$ cat config.mk
export PLATFORM = sky130hd
export DESIGN_NAME = priority_encoder_seq_flat
export DESIGN_NICKNAME = d
export VERILOG_FILES = /design/src/rtl/priority_encoder_seq_if.sv /design/src/rtl/priority_encoder_seq.sv /design/src/flat_wrapper.sv
export SDC_FILE = /design/constraint.sdc
export NUM_CORES = 1
export LEC_CHECK = 0
export ABC_AREA = 1
export CELL_PAD_IN_SITES_DETAIL_PLACEMENT = 1
export CELL_PAD_IN_SITES_GLOBAL_PLACEMENT = 2
export CORE_AREA = 3 3 50 71
export DETAILED_ROUTE_END_ITERATION = 10
export DIE_AREA = 0 0 53 74
export GPL_TIMING_DRIVEN = 0
export PLACE_DENSITY = 0.9
export RECOVER_POWER = 100
export SLEW_MARGIN = 30
export SYNTH_ARGS = -nofsm -noshare
export SYNTH_HDL_FRONTEND = slang
export SYNTH_SLANG_ARGS = --single-unit
export TNS_END_PERCENT = 1
$ cat constraint.sdc
create_clock -name clk -period 4.9 [get_ports clk]
set_input_delay 0.98 -clock clk [delete_from_list [all_inputs] [get_ports clk]]
set_output_delay 0.98 -clock clk [all_outputs]
set_load 0.005 [all_outputs]
$ cat src/rtl/priority_encoder_seq_if.sv
`default_nettype none
// ============================================================================
// Module      : priority_encoder_seq_if
// Description : Handshake bundle for priority_encoder_seq. The producer side
//               (in_*) and the consumer side (out_*) are carried together; the
//               slave modport is the encoder, the master modport is the
//               environment that feeds it and drains results.
// Revision    : 1.0 - initial release
// ============================================================================
interface priority_encoder_seq_if #(
    parameter int N  = 4,
    parameter int CW = 2
);
    logic          in_valid;
    logic          in_ready;
    logic [N-1:0]  in_data;
    logic          out_valid;
    logic          out_ready;
    logic [CW-1:0] out_code;
    logic          out_none;
    logic          out_multi;
    logic [CW:0]   out_count;

    modport master (
        output in_valid,
        output in_data,
        output out_ready,
        input  in_ready,
        input  out_valid,
        input  out_code,
        input  out_none,
        input  out_multi,
        input  out_count
    );

    modport slave (
        input  in_valid,
        input  in_data,
        input  out_ready,
        output in_ready,
        output out_valid,
        output out_code,
        output out_none,
        output out_multi,
        output out_count
    );
endinterface
`default_nettype wire

$ cat src/rtl/priority_encoder_seq.sv
`default_nettype none
// ============================================================================
// Module      : priority_encoder_seq
// Description : Sequential N-to-log2(N) priority encoder. Captures a line
//               vector on a valid/ready handshake, walks it one bit per clock,
//               then presents the winning line's code, the set-bit count and
//               none/multi-hot flags until the consumer accepts.
// Revision    : 1.0 - initial release
// ============================================================================
module priority_encoder_seq #(
    parameter int N             = 4,     // number of lines, power of two, >= 2
    parameter int CW            = 2,     // code width, equals clog2(N)
    parameter bit PRIORITY_HIGH = 1'b1   // 1: highest set index wins, 0: lowest
) (
    input  wire logic             clk,
    input  wire logic             rst,
    priority_encoder_seq_if.slave bus
);

    typedef enum logic [1:0] {
        S_IDLE = 2'd0,
        S_SCAN = 2'd1,
        S_DONE = 2'd2
    } state_t;

    localparam logic [CW-1:0] c_LAST_IDX = CW'(N - 1);
    localparam logic [CW:0]   c_ONE      = (CW + 1)'(1);

    state_t        r_state;
    logic [N-1:0]  r_data;      // private copy; in_data is ignored after capture
    logic [CW-1:0] r_idx;
    logic [CW:0]   r_count;
    logic [CW-1:0] r_code;
    logic          r_found;

    logic          r_out_valid;
    logic [CW-1:0] r_out_code;
    logic          r_out_none;
    logic          r_out_multi;
    logic [CW:0]   r_out_count;

    logic          w_bit;
    logic          w_take;
    logic [CW:0]   w_count_nx;
    logic [CW-1:0] w_code_nx;

    // Scan-step arithmetic: the running totals including the bit under test,
    // so the final step can publish them in the same edge it folds them in.
    always_comb begin
        w_bit      = r_data[r_idx];
        // Low priority keeps the first hit; high priority lets later hits overwrite.
        w_take     = w_bit && (PRIORITY_HIGH || !r_found);
        w_count_nx = r_count + {{CW{1'b0}}, w_bit};
        w_code_nx  = w_take ? r_idx : r_code;
    end

    // Control FSM plus all registered results; async reset aborts any transaction.
    always_ff @(posedge clk or posedge rst) begin
        if (rst) begin
            r_state     <= S_IDLE;
            r_data      <= '0;
            r_idx       <= '0;
            r_count     <= '0;
            r_code      <= '0;
            r_found     <= 1'b0;
            r_out_valid <= 1'b0;
            r_out_code  <= '0;
            r_out_none  <= 1'b0;
            r_out_multi <= 1'b0;
            r_out_count <= '0;
        end else begin
            case (r_state)
                S_IDLE: begin
                    if (bus.in_valid) begin
                        r_data  <= bus.in_data;
                        r_idx   <= '0;
                        r_count <= '0;
                        r_code  <= '0;
                        r_found <= 1'b0;
                        r_state <= S_SCAN;
                    end
                end
                S_SCAN: begin
                    r_count <= w_count_nx;
                    r_code  <= w_code_nx;
                    r_found <= r_found | w_bit;
                    if (r_idx == c_LAST_IDX) begin
                        // Published results change only here, on entry to DONE.
                        r_out_code  <= w_code_nx;
                        r_out_count <= w_count_nx;
                        r_out_none  <= (w_count_nx == '0);
                        r_out_multi <= (w_count_nx > c_ONE);
                        r_out_valid <= 1'b1;
                        r_state     <= S_DONE;
                    end else begin
                        r_idx <= r_idx + 1'b1;
                    end
                end
                S_DONE: begin
                    if (bus.out_ready) begin
                        r_out_valid <= 1'b0;
                        r_state     <= S_IDLE;
                    end
                end
                default: begin
                    r_state     <= S_IDLE;
                    r_out_valid <= 1'b0;
                end
            endcase
        end
    end

    // in_ready follows the state directly so it reads 1 throughout reset.
    assign bus.in_ready  = (r_state == S_IDLE);
    assign bus.out_valid = r_out_valid;
    assign bus.out_code  = r_out_code;
    assign bus.out_none  = r_out_none;
    assign bus.out_multi = r_out_multi;
    assign bus.out_count = r_out_count;

endmodule
`default_nettype wire

$ cat src/flat_wrapper.sv
// flat-port wrapper written by rule: the top's interface ports become plain ports
module priority_encoder_seq_flat 
#(
    parameter int N             = 4,                                           
    parameter int CW            = 2,                                   
    parameter bit PRIORITY_HIGH = 1'b1                                          
)
  (clk, rst, bus_in_valid, bus_in_data, bus_out_ready, bus_in_ready, bus_out_valid, bus_out_code, bus_out_none, bus_out_multi, bus_out_count);
  priority_encoder_seq_if #(.N(N), .CW(CW)) bus_i ();
  input  wire logic clk;
  input  wire logic rst;
  input wire logic [$bits(bus_i.in_valid)-1:0] bus_in_valid;
  input wire logic [$bits(bus_i.in_data)-1:0] bus_in_data;
  input wire logic [$bits(bus_i.out_ready)-1:0] bus_out_ready;
  output wire logic [$bits(bus_i.in_ready)-1:0] bus_in_ready;
  output wire logic [$bits(bus_i.out_valid)-1:0] bus_out_valid;
  output wire logic [$bits(bus_i.out_code)-1:0] bus_out_code;
  output wire logic [$bits(bus_i.out_none)-1:0] bus_out_none;
  output wire logic [$bits(bus_i.out_multi)-1:0] bus_out_multi;
  output wire logic [$bits(bus_i.out_count)-1:0] bus_out_count;
  assign bus_i.in_valid = bus_in_valid;
  assign bus_i.in_data = bus_in_data;
  assign bus_i.out_ready = bus_out_ready;
  assign bus_in_ready = bus_i.in_ready;
  assign bus_out_valid = bus_i.out_valid;
  assign bus_out_code = bus_i.out_code;
  assign bus_out_none = bus_i.out_none;
  assign bus_out_multi = bus_i.out_multi;
  assign bus_out_count = bus_i.out_count;
  priority_encoder_seq #(.N(N), .CW(CW), .PRIORITY_HIGH(PRIORITY_HIGH)) u_core (.clk(clk), .rst(rst), .bus(bus_i));
endmodule
==> implementation parameters <==
Parameter                              Value

Run status
  Status    completed

Floorplanning
  Effective utilization at floorplan    0.3098
  Die Footprint    3922 um^2
  Y dimension of the die    74 um
  IO Pins    17
  Count of standard-cell rows    24
  Die span in x    53 um
  Core Footprint    3033 um^2

Run
  Maximum Capacitance Violations    0

Detailed routing
  Routed len/inst    11.60 um
  # DRC    0
  Drt pass-1 iters    4
  Total number of vias    733
  Avg Vias per Cell    4.470
  Initial detailed-routing violation count    5
  Detail Route Antenna Nets    0
  Routed Wire Length    1902 um

GRT
  GRT Total Usage    0.1156
  Congestion Overflow GR    0
  Number of global-route vias before repair    779
  Antenna violations before repair    0
  Global-route wire length before repair    3339 um
  Pin count of the biggest net entering global routing    22

Placed design
  Count of input and output buffers    16
  Count of placed standard cells including taps    160
  Routability cong.    0.7803
  HPWL Detailed    1531 um

STA
  Setup repair after global routing missed its margin    no
  Post-Route Hold Slack    0.4726 ns
  Fin crit share    0.4846
  Max-slew headroom    0.4594
  Final-report max-slew violation count    0
  Crit path time final    2.375 ns
  Final setup violating endpoints    0
  Setup TNS    0 ns
  Actual transition at the worst max-transition pin    0.8101 ns
  Maximum clock frequency    421.1 MHz
  Worst setup skew after layout    0.003020 ns
  Fin. Hold Viols    0

Synthesis
  Sequential area share after synthesis    0.5593
  Mean instance size in the synthesized netlist    8.949 um^2
  Area share of the leading cell type in the synthesized netlist    0.5593
  Leading post-synthesis cells by cell area    sky130_fd_sc_hd__dfrtp_1 (56%), sky130_fd_sc_hd__nand2_1 (14%), sky130_fd_sc_hd__inv_1 (5.2%)
  Library cell occupying the most area in the post-synthesis netlist    sky130_fd_sc_hd__dfrtp_1
  Cell variety after synth    20
  Syn. warnings    0
  Cells after Synth    105
  Area of the mapped netlist    939.7 um^2
  Synthesized Nets    116
  Flip-flop and latch count after synthesis    21

Clock tree
  Number of hold-repair buffers added at the cts stage    0
  Count of instances resized after the clock tree is built    0
  Clock edge transition at the registers on the reported setup and hold paths    0.07 ns
  Number of post-CTS setup repair buffers    0
  Latest clock arrival within the worst-skew pair    0.25 ns
  Clock tree root driver cell    sky130_fd_sc_hd__clkbuf_8
  CTS tree    done
  Clk buf depth    2
  Clock sink count    21
  Maximum level of the CTS H-tree    1
  Total CTS buffers    3

Critical path
  Depth of the worst register-to-register path    9
  Data required time at the worst endpoint    3.92 ns
  Worst path arrival time    1.39 ns
  Peak fanout along the critical path    3
  Sort of element at the end of the critical path    output port
  Critical setup path kind    reg -> out
  Type of origin of the critical path    flip-flop

Finish
  Area growth from synthesis to final layout    25.03%
  Final Non-Filler Cells    164
  Number of nets in the final layout    137
  Commonest non-fill, non-tap cell in the layout    sky130_fd_sc_hd__nand2_1
  Most frequent cells in the layout    sky130_fd_sc_hd__nand2_1 (36), sky130_fd_sc_hd__dfrtp_1 (21), sky130_fd_sc_hd__inv_1 (15)
  Share of cells above drive strength 1    0.07200
  Antenna diode instance count    0

Pwr
  IR drop worst, VDD    0.2217 mV
  Switching component of the power    0.0002934 W
  Sequential share of power    0.392
  Power per Cell Area    635.0 nW/um^2
  Int Power    0.0004527 W
  Comb pwr share    0.461
  LEAKAGE    0.6310 nW
  Fraction of power spent switching nets    0.3932
  Clock share of power    0.147

Min path
  Min-Delay Path Class    reg -> reg
  Hold path cells    2
==> path summary, 6_finish.rpt <==
kind,slack (ns),from,to
worst max-delay path,2.53,u_core.r_state[0],bus_in_ready
worst max register to register,3.10,u_core.r_idx[0],u_core.bus.out_none
min in group asynchronous,1.32,rst,u_core.bus.out_code[1]
worst min-delay path,0.47,u_core.bus.out_code[1],u_core.bus.out_code[1]
max in group asynchronous,3.08,rst,u_core.r_state[1]
worst min register to register,0.47,u_core.bus.out_code[1],u_core.bus.out_code[1]
==> per-layer routing <==
metal / wire, um / global-route usage / vias up
met3: 74 / 0.01804 / 4
li1: - / - / 366
met2: 1038 / 0.2169 / 15
met5: 0 / 0 / -
met1: 758 / 0.1237 / 348
met4: 31 / 0.05114 / 0
==> worst max-delay path: stages, from the launching register on <==
cell and delay, ns:
sky130_fd_sc_hd__dfrtp_1 0.41, sky130_fd_sc_hd__nor2_2 0.13, sky130_fd_sc_hd__dlygate4sd3_1 0.60
==> power by group through the flow <==
| stage | Combinational, W | Clock [W] | Sequential, W |
|---|---|---|---|
| CTS | 0.000388 | 0.000116 | 0.000295 |
| detailed placement | 0.000387 | 0 | 0.000298 |
| floorplan | 0.000251 | 0 | 0.000293 |
| global route | 0.000401 | 0.000126 | 0.000303 |
| finish | 0.000344 | 0.000110 | 0.000292 |
| global placement | 0.000372 | 0 | 0.000294 |
==> per-stage QoR <==
| step | cell area, um^2 | setup slack (ns) | total power, W | util |
|---|---|---|---|---|
| 2_1_floorplan | 939.7 | 3.316 | 0.0005441 | - |
| 3_3_place_gp | 1149 | 2.865 | 0.0006665 | 0.3787 |
| 3_5_place_dp | 1149 | 2.827 | 0.0006850 | 0.3787 |
| 4_1_cts | 1194 | 2.547 | 0.0007999 | 0.3936 |
| 5_1_grt | 1175 | 2.481 | 0.0008292 | 0.3874 |
| 6_report | 1175 | 2.525 | 0.0007460 | 0.3874 |
==> logic make-up (layout without fill, tap and decap cells) <==
kind of cell / Yosys count / in the layout / synth area share
adder cells (fa/ha/maj): 3 / 3 / 0.03995
flip-flops: 21 / 21 / 0.5593
AO/OA/AOI/OAI: 12 / 12 / 0.07723
AND/OR/NAND/NOR: 51 / 51 / 0.2437
XOR/XNOR: 1 / 1 / 0.009323
buffers and inverters: 17 / 37 / 0.07058
==> flip-flops by register name, summed over array words and instances, names as in the netlist <==
signal	flops
u_core.r_data	4
u_core.bus.out_multi	1
u_core.r_code	2
u_core.bus.out_valid	1
u_core.r_state	2
u_core.bus.out_code	2
u_core.r_count	3
u_core.bus.out_none	1
u_core.bus.out_count	3
u_core.r_idx	2
==> cells in the mapped netlist, drive strengths merged <==
library cell,n
inv,17
xor2,1
a21oi,4
o31ai,1
o21ai,5
nand3,6
o22ai,1
or2,1
ha,3
nor3,1
dfrtp,21
a22o,1
nand2,38
nor2,5
==> layout make-up <==
type                       count  area [um^2]
fill                         377         1858
sequential                    21        525.5
multi-input combinational     67        329.1
timing repair buffer          16        160.2
inverter                      17        66.31
tap                           39        48.80
clock buffer                   4        45.04
No activity file was read; power rests on OpenSTA's default activity.
